===== src/rtl/halflife_pkg.sv =====
// ============================================================================
// Module   : halflife_pkg
// Brief    : Shared types and defaults for the half-life decay sequencer.
// Revision : 1.0 - initial release
// ============================================================================
`default_nettype none

package halflife_pkg;

    localparam int HL_WIDTH        = 4;
    localparam int HL_PER_W        = 16;
    localparam int HL_HALVINGS_MAX = 15;

    typedef enum logic [2:0] {
        S_IDLE  = 3'd0,
        S_LOAD  = 3'd1,
        S_WAIT  = 3'd2,
        S_HALVE = 3'd3,
        S_DONE  = 3'd4
    } hl_state_t;

endpackage : halflife_pkg

`default_nettype wire


===== src/rtl/halflife_seq_if.sv =====
// ============================================================================
// Module   : halflife_seq_if
// Brief    : Control/readback bundle between pin wrapper, sequencer and counter.
// Revision : 1.0 - initial release
// ============================================================================
`default_nettype none

interface halflife_seq_if #(
    parameter int WIDTH = 4,
    parameter int PER_W = 16
) ();

    logic             start;
    logic             abort;
    logic [WIDTH-1:0] init_val;
    logic [PER_W-1:0] period;
    logic             up_req;
    logic             down_req;
    logic [WIDTH-1:0] cnt_val;
    logic             cnt_load;
    logic [WIDTH-1:0] cnt_load_val;
    logic             cnt_up;
    logic             cnt_down;
    logic             busy;
    logic             done;
    logic [3:0]       halvings;

    // Wrapper/counter side: drives requests and readback, observes controls.
    modport master (
        output start, abort, init_val, period, up_req, down_req, cnt_val,
        input  cnt_load, cnt_load_val, cnt_up, cnt_down, busy, done, halvings
    );

    modport slave (
        input  start, abort, init_val, period, up_req, down_req, cnt_val,
        output cnt_load, cnt_load_val, cnt_up, cnt_down, busy, done, halvings
    );

endinterface : halflife_seq_if

`default_nettype wire


===== src/rtl/halflife_prescaler.sv =====
// ============================================================================
// Module   : halflife_prescaler
// Brief    : Half-life period tick counter; a period of 0 behaves as 1.
// Revision : 1.0 - initial release
// ============================================================================
`default_nettype none

module halflife_prescaler #(
    parameter int PER_W = 16
) (
    input  wire logic             clk,
    input  wire logic             reset,
    input  wire logic             clear_i,
    input  wire logic             en_i,
    input  wire logic [PER_W-1:0] period_i,
    output logic                  tick_o
);

    logic [PER_W-1:0] cnt_q;
    logic [PER_W-1:0] cnt_d;
    logic [PER_W-1:0] w_term;

    assign w_term = (period_i == '0) ? '0 : period_i - 1'b1;
    assign tick_o = (cnt_q == w_term);

    always_comb begin
        cnt_d = cnt_q;
        if (clear_i) begin
            cnt_d = '0;
        end else if (en_i) begin
            cnt_d = tick_o ? '0 : cnt_q + 1'b1;
        end
    end

    always_ff @(posedge clk or posedge reset) begin
        if (reset) begin
            cnt_q <= '0;
        end else begin
            cnt_q <= cnt_d;
        end
    end

endmodule : halflife_prescaler

`default_nettype wire


===== src/rtl/halflife_seq.sv =====
// ============================================================================
// Module   : halflife_seq
// Brief    : Half-life decay sequencer owning the counter load/up/down controls.
//            Define HALFLIFE_MANUAL_EN to enable manual up/down arbitration in IDLE.
// Revision : 1.0 - initial release
// ============================================================================
`default_nettype none

module halflife_seq
    import halflife_pkg::*;
#(
    parameter int WIDTH = HL_WIDTH,
    parameter int PER_W = HL_PER_W
) (
    input  wire logic     clk,
    input  wire logic     reset,
    halflife_seq_if.slave bus
);

    hl_state_t        state_q, state_d;
    logic [WIDTH-1:0] amt_q, amt_d;
    logic [3:0]       halv_q, halv_d;

    logic             w_tick;
    logic             w_presc_clear;
    logic             w_presc_en;
    logic [WIDTH-1:0] w_half;
    logic             w_abort;

    assign w_half        = bus.cnt_val >> 1;
    assign w_abort       = bus.abort && (state_q != S_IDLE);
    assign w_presc_clear = (state_q == S_IDLE) && bus.start;
    assign w_presc_en    = (state_q == S_WAIT) && !bus.abort;

    halflife_prescaler #(
        .PER_W (PER_W)
    ) u_presc (
        .clk      (clk),
        .reset    (reset),
        .clear_i  (w_presc_clear),
        .en_i     (w_presc_en),
        .period_i (bus.period),
        .tick_o   (w_tick)
    );

    always_ff @(posedge clk or posedge reset) begin
        if (reset) begin
            state_q <= S_IDLE;
            amt_q   <= '0;
            halv_q  <= '0;
        end else begin
            state_q <= state_d;
            amt_q   <= amt_d;
            halv_q  <= halv_d;
        end
    end

    always_comb begin
        state_d = state_q;
        amt_d   = amt_q;
        halv_d  = halv_q;
        case (state_q)
            S_IDLE: begin
                if (bus.start) begin
                    amt_d   = bus.init_val;
                    halv_d  = '0;
                    state_d = S_LOAD;
                end
            end
            S_LOAD:  state_d = (amt_q == '0) ? S_DONE : S_WAIT;
            S_WAIT:  if (w_tick) state_d = S_HALVE;
            S_HALVE: begin
                if (halv_q != 4'(HL_HALVINGS_MAX)) begin
                    halv_d = halv_q + 4'd1;
                end
                state_d = (w_half == '0) ? S_DONE : S_WAIT;
            end
            S_DONE:  state_d = S_IDLE;
            default: state_d = S_IDLE;
        endcase
        // Abort overrides everything, including the halvings update above.
        if (w_abort) begin
            state_d = S_IDLE;
            halv_d  = halv_q;
        end
    end

    // Abort also suppresses the load/done of the cycle in which it is sampled.
    always_comb begin
        bus.cnt_load     = 1'b0;
        bus.cnt_load_val = '0;
        bus.done         = 1'b0;
        bus.busy         = (state_q != S_IDLE);
        bus.halvings     = halv_q;
        case (state_q)
            S_LOAD: begin
                bus.cnt_load     = !w_abort;
                bus.cnt_load_val = w_abort ? '0 : amt_q;
            end
            S_HALVE: begin
                bus.cnt_load     = !w_abort;
                bus.cnt_load_val = w_abort ? '0 : w_half;
            end
            S_DONE:  bus.done = !w_abort;
            default: ;
        endcase
    end

`ifdef HALFLIFE_MANUAL_EN
    assign bus.cnt_up   = (state_q == S_IDLE) && bus.up_req && !bus.down_req;
    assign bus.cnt_down = (state_q == S_IDLE) && bus.down_req && !bus.up_req;
`else
    logic w_unused_req;
    assign w_unused_req = ^{bus.up_req, bus.down_req};
    assign bus.cnt_up   = 1'b0;
    assign bus.cnt_down = 1'b0;
`endif

endmodule : halflife_seq

`default_nettype wire


===== src/flat_wrapper.sv =====
// flat-port wrapper written by rule: the top's interface ports become plain ports
module halflife_seq_flat import halflife_pkg::*;
#(
    parameter int WIDTH = HL_WIDTH,
    parameter int PER_W = HL_PER_W
)
  (clk, reset, bus_start, bus_abort, bus_init_val, bus_period, bus_up_req, bus_down_req, bus_cnt_val, bus_cnt_load, bus_cnt_load_val, bus_cnt_up, bus_cnt_down, bus_busy, bus_done, bus_halvings);
  halflife_seq_if #(.WIDTH(WIDTH), .PER_W(PER_W)) bus_i ();
  input  wire logic clk;
  input  wire logic reset;
  input wire logic [$bits(bus_i.start)-1:0] bus_start;
  input wire logic [$bits(bus_i.abort)-1:0] bus_abort;
  input wire logic [$bits(bus_i.init_val)-1:0] bus_init_val;
  input wire logic [$bits(bus_i.period)-1:0] bus_period;
  input wire logic [$bits(bus_i.up_req)-1:0] bus_up_req;
  input wire logic [$bits(bus_i.down_req)-1:0] bus_down_req;
  input wire logic [$bits(bus_i.cnt_val)-1:0] bus_cnt_val;
  output wire logic [$bits(bus_i.cnt_load)-1:0] bus_cnt_load;
  output wire logic [$bits(bus_i.cnt_load_val)-1:0] bus_cnt_load_val;
  output wire logic [$bits(bus_i.cnt_up)-1:0] bus_cnt_up;
  output wire logic [$bits(bus_i.cnt_down)-1:0] bus_cnt_down;
  output wire logic [$bits(bus_i.busy)-1:0] bus_busy;
  output wire logic [$bits(bus_i.done)-1:0] bus_done;
  output wire logic [$bits(bus_i.halvings)-1:0] bus_halvings;
  assign bus_i.start = bus_start;
  assign bus_i.abort = bus_abort;
  assign bus_i.init_val = bus_init_val;
  assign bus_i.period = bus_period;
  assign bus_i.up_req = bus_up_req;
  assign bus_i.down_req = bus_down_req;
  assign bus_i.cnt_val = bus_cnt_val;
  assign bus_cnt_load = bus_i.cnt_load;
  assign bus_cnt_load_val = bus_i.cnt_load_val;
  assign bus_cnt_up = bus_i.cnt_up;
  assign bus_cnt_down = bus_i.cnt_down;
  assign bus_busy = bus_i.busy;
  assign bus_done = bus_i.done;
  assign bus_halvings = bus_i.halvings;
  halflife_seq #(.WIDTH(WIDTH), .PER_W(PER_W)) u_core (.clk(clk), .reset(reset), .bus(bus_i));
endmodule

===== config.mk =====
export PLATFORM = sky130hd
export DESIGN_NAME = halflife_seq_flat
export DESIGN_NICKNAME = d
export VERILOG_FILES = /design/src/rtl/halflife_pkg.sv /design/src/rtl/halflife_seq_if.sv /design/src/rtl/halflife_prescaler.sv /design/src/rtl/halflife_seq.sv /design/src/flat_wrapper.sv
export SDC_FILE = /design/constraint.sdc
export NUM_CORES = 1
export LEC_CHECK = 0
export CAP_MARGIN = 10
export CORE_ASPECT_RATIO = 1.4
export CORE_MARGIN = 2
export CORE_UTILIZATION = 45
export DETAILED_ROUTE_END_ITERATION = 8
export GPL_ROUTABILITY_DRIVEN = 0
export HOLD_SLACK_MARGIN = 0.12
export PLACE_DENSITY = 0.72
export SYNTH_ARGS = -nofsm -noshare
export SYNTH_HDL_FRONTEND = slang
export SYNTH_SLANG_ARGS = --single-unit

===== constraint.sdc =====
create_clock -name clk -period 2 [get_ports clk]
set_input_delay 0.3 -clock clk [delete_from_list [all_inputs] [get_ports clk]]
set_output_delay 0.3 -clock clk [all_outputs]
set_load 0.02 [all_outputs]

==> out/metrics.cfg <==
[synthesis]
ys_seq_elements=27
synth_most_common_cell=nor2_1
syn_avg_cell_area_sq_um=8.27
synth_flop_cell=dfrtp_1
yosysWarnings=0
synth_cell_types=63
synthCells=286
yosys.area.top_type_share_pct=28.6
synth_seq_area_share_pct=28.6
synth_common_cells=nor2_1, dfrtp_1, nand2_1, nand4_1
synth_area_sq_um=2370
synthTopCellsByArea=dfrtp_1, nor2_1, xor2_1
ys_async_sr_fraction_pct=100
synth_edf_count=0
yosysTopAreaCell=dfrtp_1

[timing]
hold_viol_final=0
setup_viol=17
whs_ns=0.367
maxClockFrequency_ghz=0.407
period_needed_ns=2.46
finClkSkew_ns=0.00536
post-route-period-util_pct=123
rsz0062_at_grt=true
slew_violations=0
worst_slack_ns=-0.459

[clocking]
cts_tree=built
clockBufferDepth=2
clkLatencyLatePin_ns=0.28
htree_levels=1
clk_pin_slew_worst_paths_ns=0.09
cts_buffers=3
cts.sinks=27
ctsRootBufferMaster=clkbuf_8

[global_routing]
grt_antenna_before_repair=0
grt_max_degree=28
grt_overflow=0
grt_pass1_vias=2884
grt_pass1_wl_mm=13.1
grt_usage_pct=27.9

[status]
violations=setup timing
status=finished, violations left

[critical_path]
crit_path_end_kind=flip-flop
cp_data_required_time_ns=2.16
max_stage_delay_ns=0.36
worstSetupPathType=input port to flip-flop
worstPathArrival_ns=2.62
crit_chain=clkdlybuf4s15_2 -> nor4_4 -> nand3_2 -> buf_4 -> buf_6 -> o21ai_0 -> nand4_1 -> a2111oi_4 -> nand4b_4 -> buf_6 -> nand4_1 -> o311ai_4
start_kind=input port
rr_worst_depth=10
r2r-start=u_core.u_presc.cnt_q[1]$_DFFE_PP0P_
cpMaxStageDelayCell=a2111oi_4
path_max_fanout=5
crit_start=bus_period[14]

[drt]
ant_nets=0
drt_iter0_drc=265
drt_drc_violations_left=0
vias=2771
via_per_inst=5.98
post_drt_wl_per_cell_microns=18.0
dr.pass1.iters=4
drt-total-wl_mm=8.32

[cells_and_area]
seqCellArea_sq_um=676
layout-drive-gt1-share_pct=41.1
antenna_cells=0
fill_cells=386
multi_input_area_sq_um=1880
final_util_pct=73.3
area_growth_pct=58.7
fin_cells=463
nets=431

[floorplan]
initial_utilization_pct=46.2
core_area_sq_um=5120
die_h_microns=89.8
fp.dieW_microns=65.3
ios=43
rows=31
die-area_sq_um=5860

[placed_design]
port_buffers=37
dp_hpwl_mm=5.37
dp_cells=444

[power_and_ir_drop]
irDropWorstVdd_mv=0.471
powerDensity_nw_per_um2=449
p_total_mw=1.69
p_leak_nw=1.60

[worst_hold_path]
min_path_type=input port to asynchronous set/reset pin

[job]
drv_cap=0

[cells by family after synthesis]
logic type | count (synthesis) | share of synthesized area (%)
AND/OR/NAND/NOR | 139 | 32.2
AO/OA/AOI/OAI | 53 | 18.0
buffers and inverters | 29 | 5.71
flip-flops | 27 | 28.6
XOR/XNOR | 26 | 10.2
multiplexers | 8 | 3.60
adder cells (fa/ha/maj) | 3 | 1.59
other | 1 | 0.158
[per-stage QoR]
step / TNS, ns / setup slack [ns] / cell area, sq um
after floorplan: -10.59 / -0.680 / 2390
after global placement: -17.66 / -1.07 / 3280
after detailed placement: -18.28 / -1.10 / 3280
after CTS: -5.76 / -0.367 / 3680
after global routing: -8.63 / -0.563 / 3750
final: -6.61 / -0.459 / 3750
[worst paths after layout]
path | end | slack (ns)
setup / recovery | u_core.u_presc.cnt_q[4]$_DFFE_PP0P_ | -0.46
hold / removal | u_core.u_presc.cnt_q[1]$_DFFE_PP0P_ | 0.37
setup reg to reg | u_core.u_presc.cnt_q[4]$_DFFE_PP0P_ | -0.27
hold reg to reg | u_core.amt_q[3]$_DFFE_PP0P_ | 0.54
max in group asynchronous | u_core.u_presc.cnt_q[13]$_DFFE_PP0P_ | 1.38
min in group clk | u_core.amt_q[3]$_DFFE_PP0P_ | 0.54
[state kept, by name, indices dropped and copies added (netlist names)]
signal / cells
u_core.u_presc.cnt_q: 16
u_core.amt_q: 4
u_core.bus.halvings: 4
u_core.state_q: 3
[area by class of cell]
type / instances / share of cell area [%]
Multi-Input combinational cell: 231 / 50.0
Clock inverter: 1 / 0.133
Clock buffer: 3 / 1.10
Tap cell: 66 / 2.20
Inverter: 13 / 1.30
Sequential cell: 27 / 18.0
Timing Repair Buffer: 122 / 27.3
[per-layer routing]
metal / global-route usage (%) / vias up / share of wire [%]
li1: - / 1276 / -
met5: 0 / - / 0
met1: 30.2 / 1323 / 35
met2: 49.6 / 128 / 54
met4: 18.1 / 0 / 6.0
met3: 2.88 / 44 / 5.2
[worst max-delay path: cells and delay by family]
family,cells,cell delay [ns]
AO/OA/AOI/OAI,3,0.73
buffers and inverters,4,0.68
AND/OR/NAND/NOR,5,0.91
[cell usage in the layout, fill, tap and decap left out, types with 8 or more instances in the layout]
cell | synthesis | routed
buf_4 | 2 | 70
nor2_1 | 38 | 31
dfrtp_1 | 27 | 27
buf_6 | 2 | 18
nand2_1 | 19 | 16
nand4_1 | 15 | 15
clkdlybuf4s50_1 | 0 | 14
xor2_1 | 13 | 13
inv_1 | 13 | 12
xnor2_1 | 12 | 12
nor3_1 | 12 | 10
a21oi_1 | 8 | 8
[what timing repair did]
item,4_1_cts,5_1_grt
hold endpoints to repair,0,0
buffers inserted,10,6
setup endpoints to repair,24,19
pin swaps,32,21
gates cloned,1,0
hold buffers,0,0
resized for setup,111,34
[power by group]
| part | switching, mW | internal (mW) |
|---|---|---|
| combinational | 0.355 | 0.349 |
| sequential | 0.0577 | 0.600 |
| clock | 0.182 | 0.140 |
| total | 0.595 | 1.09 |
Power figures use the tool's default switching activity.
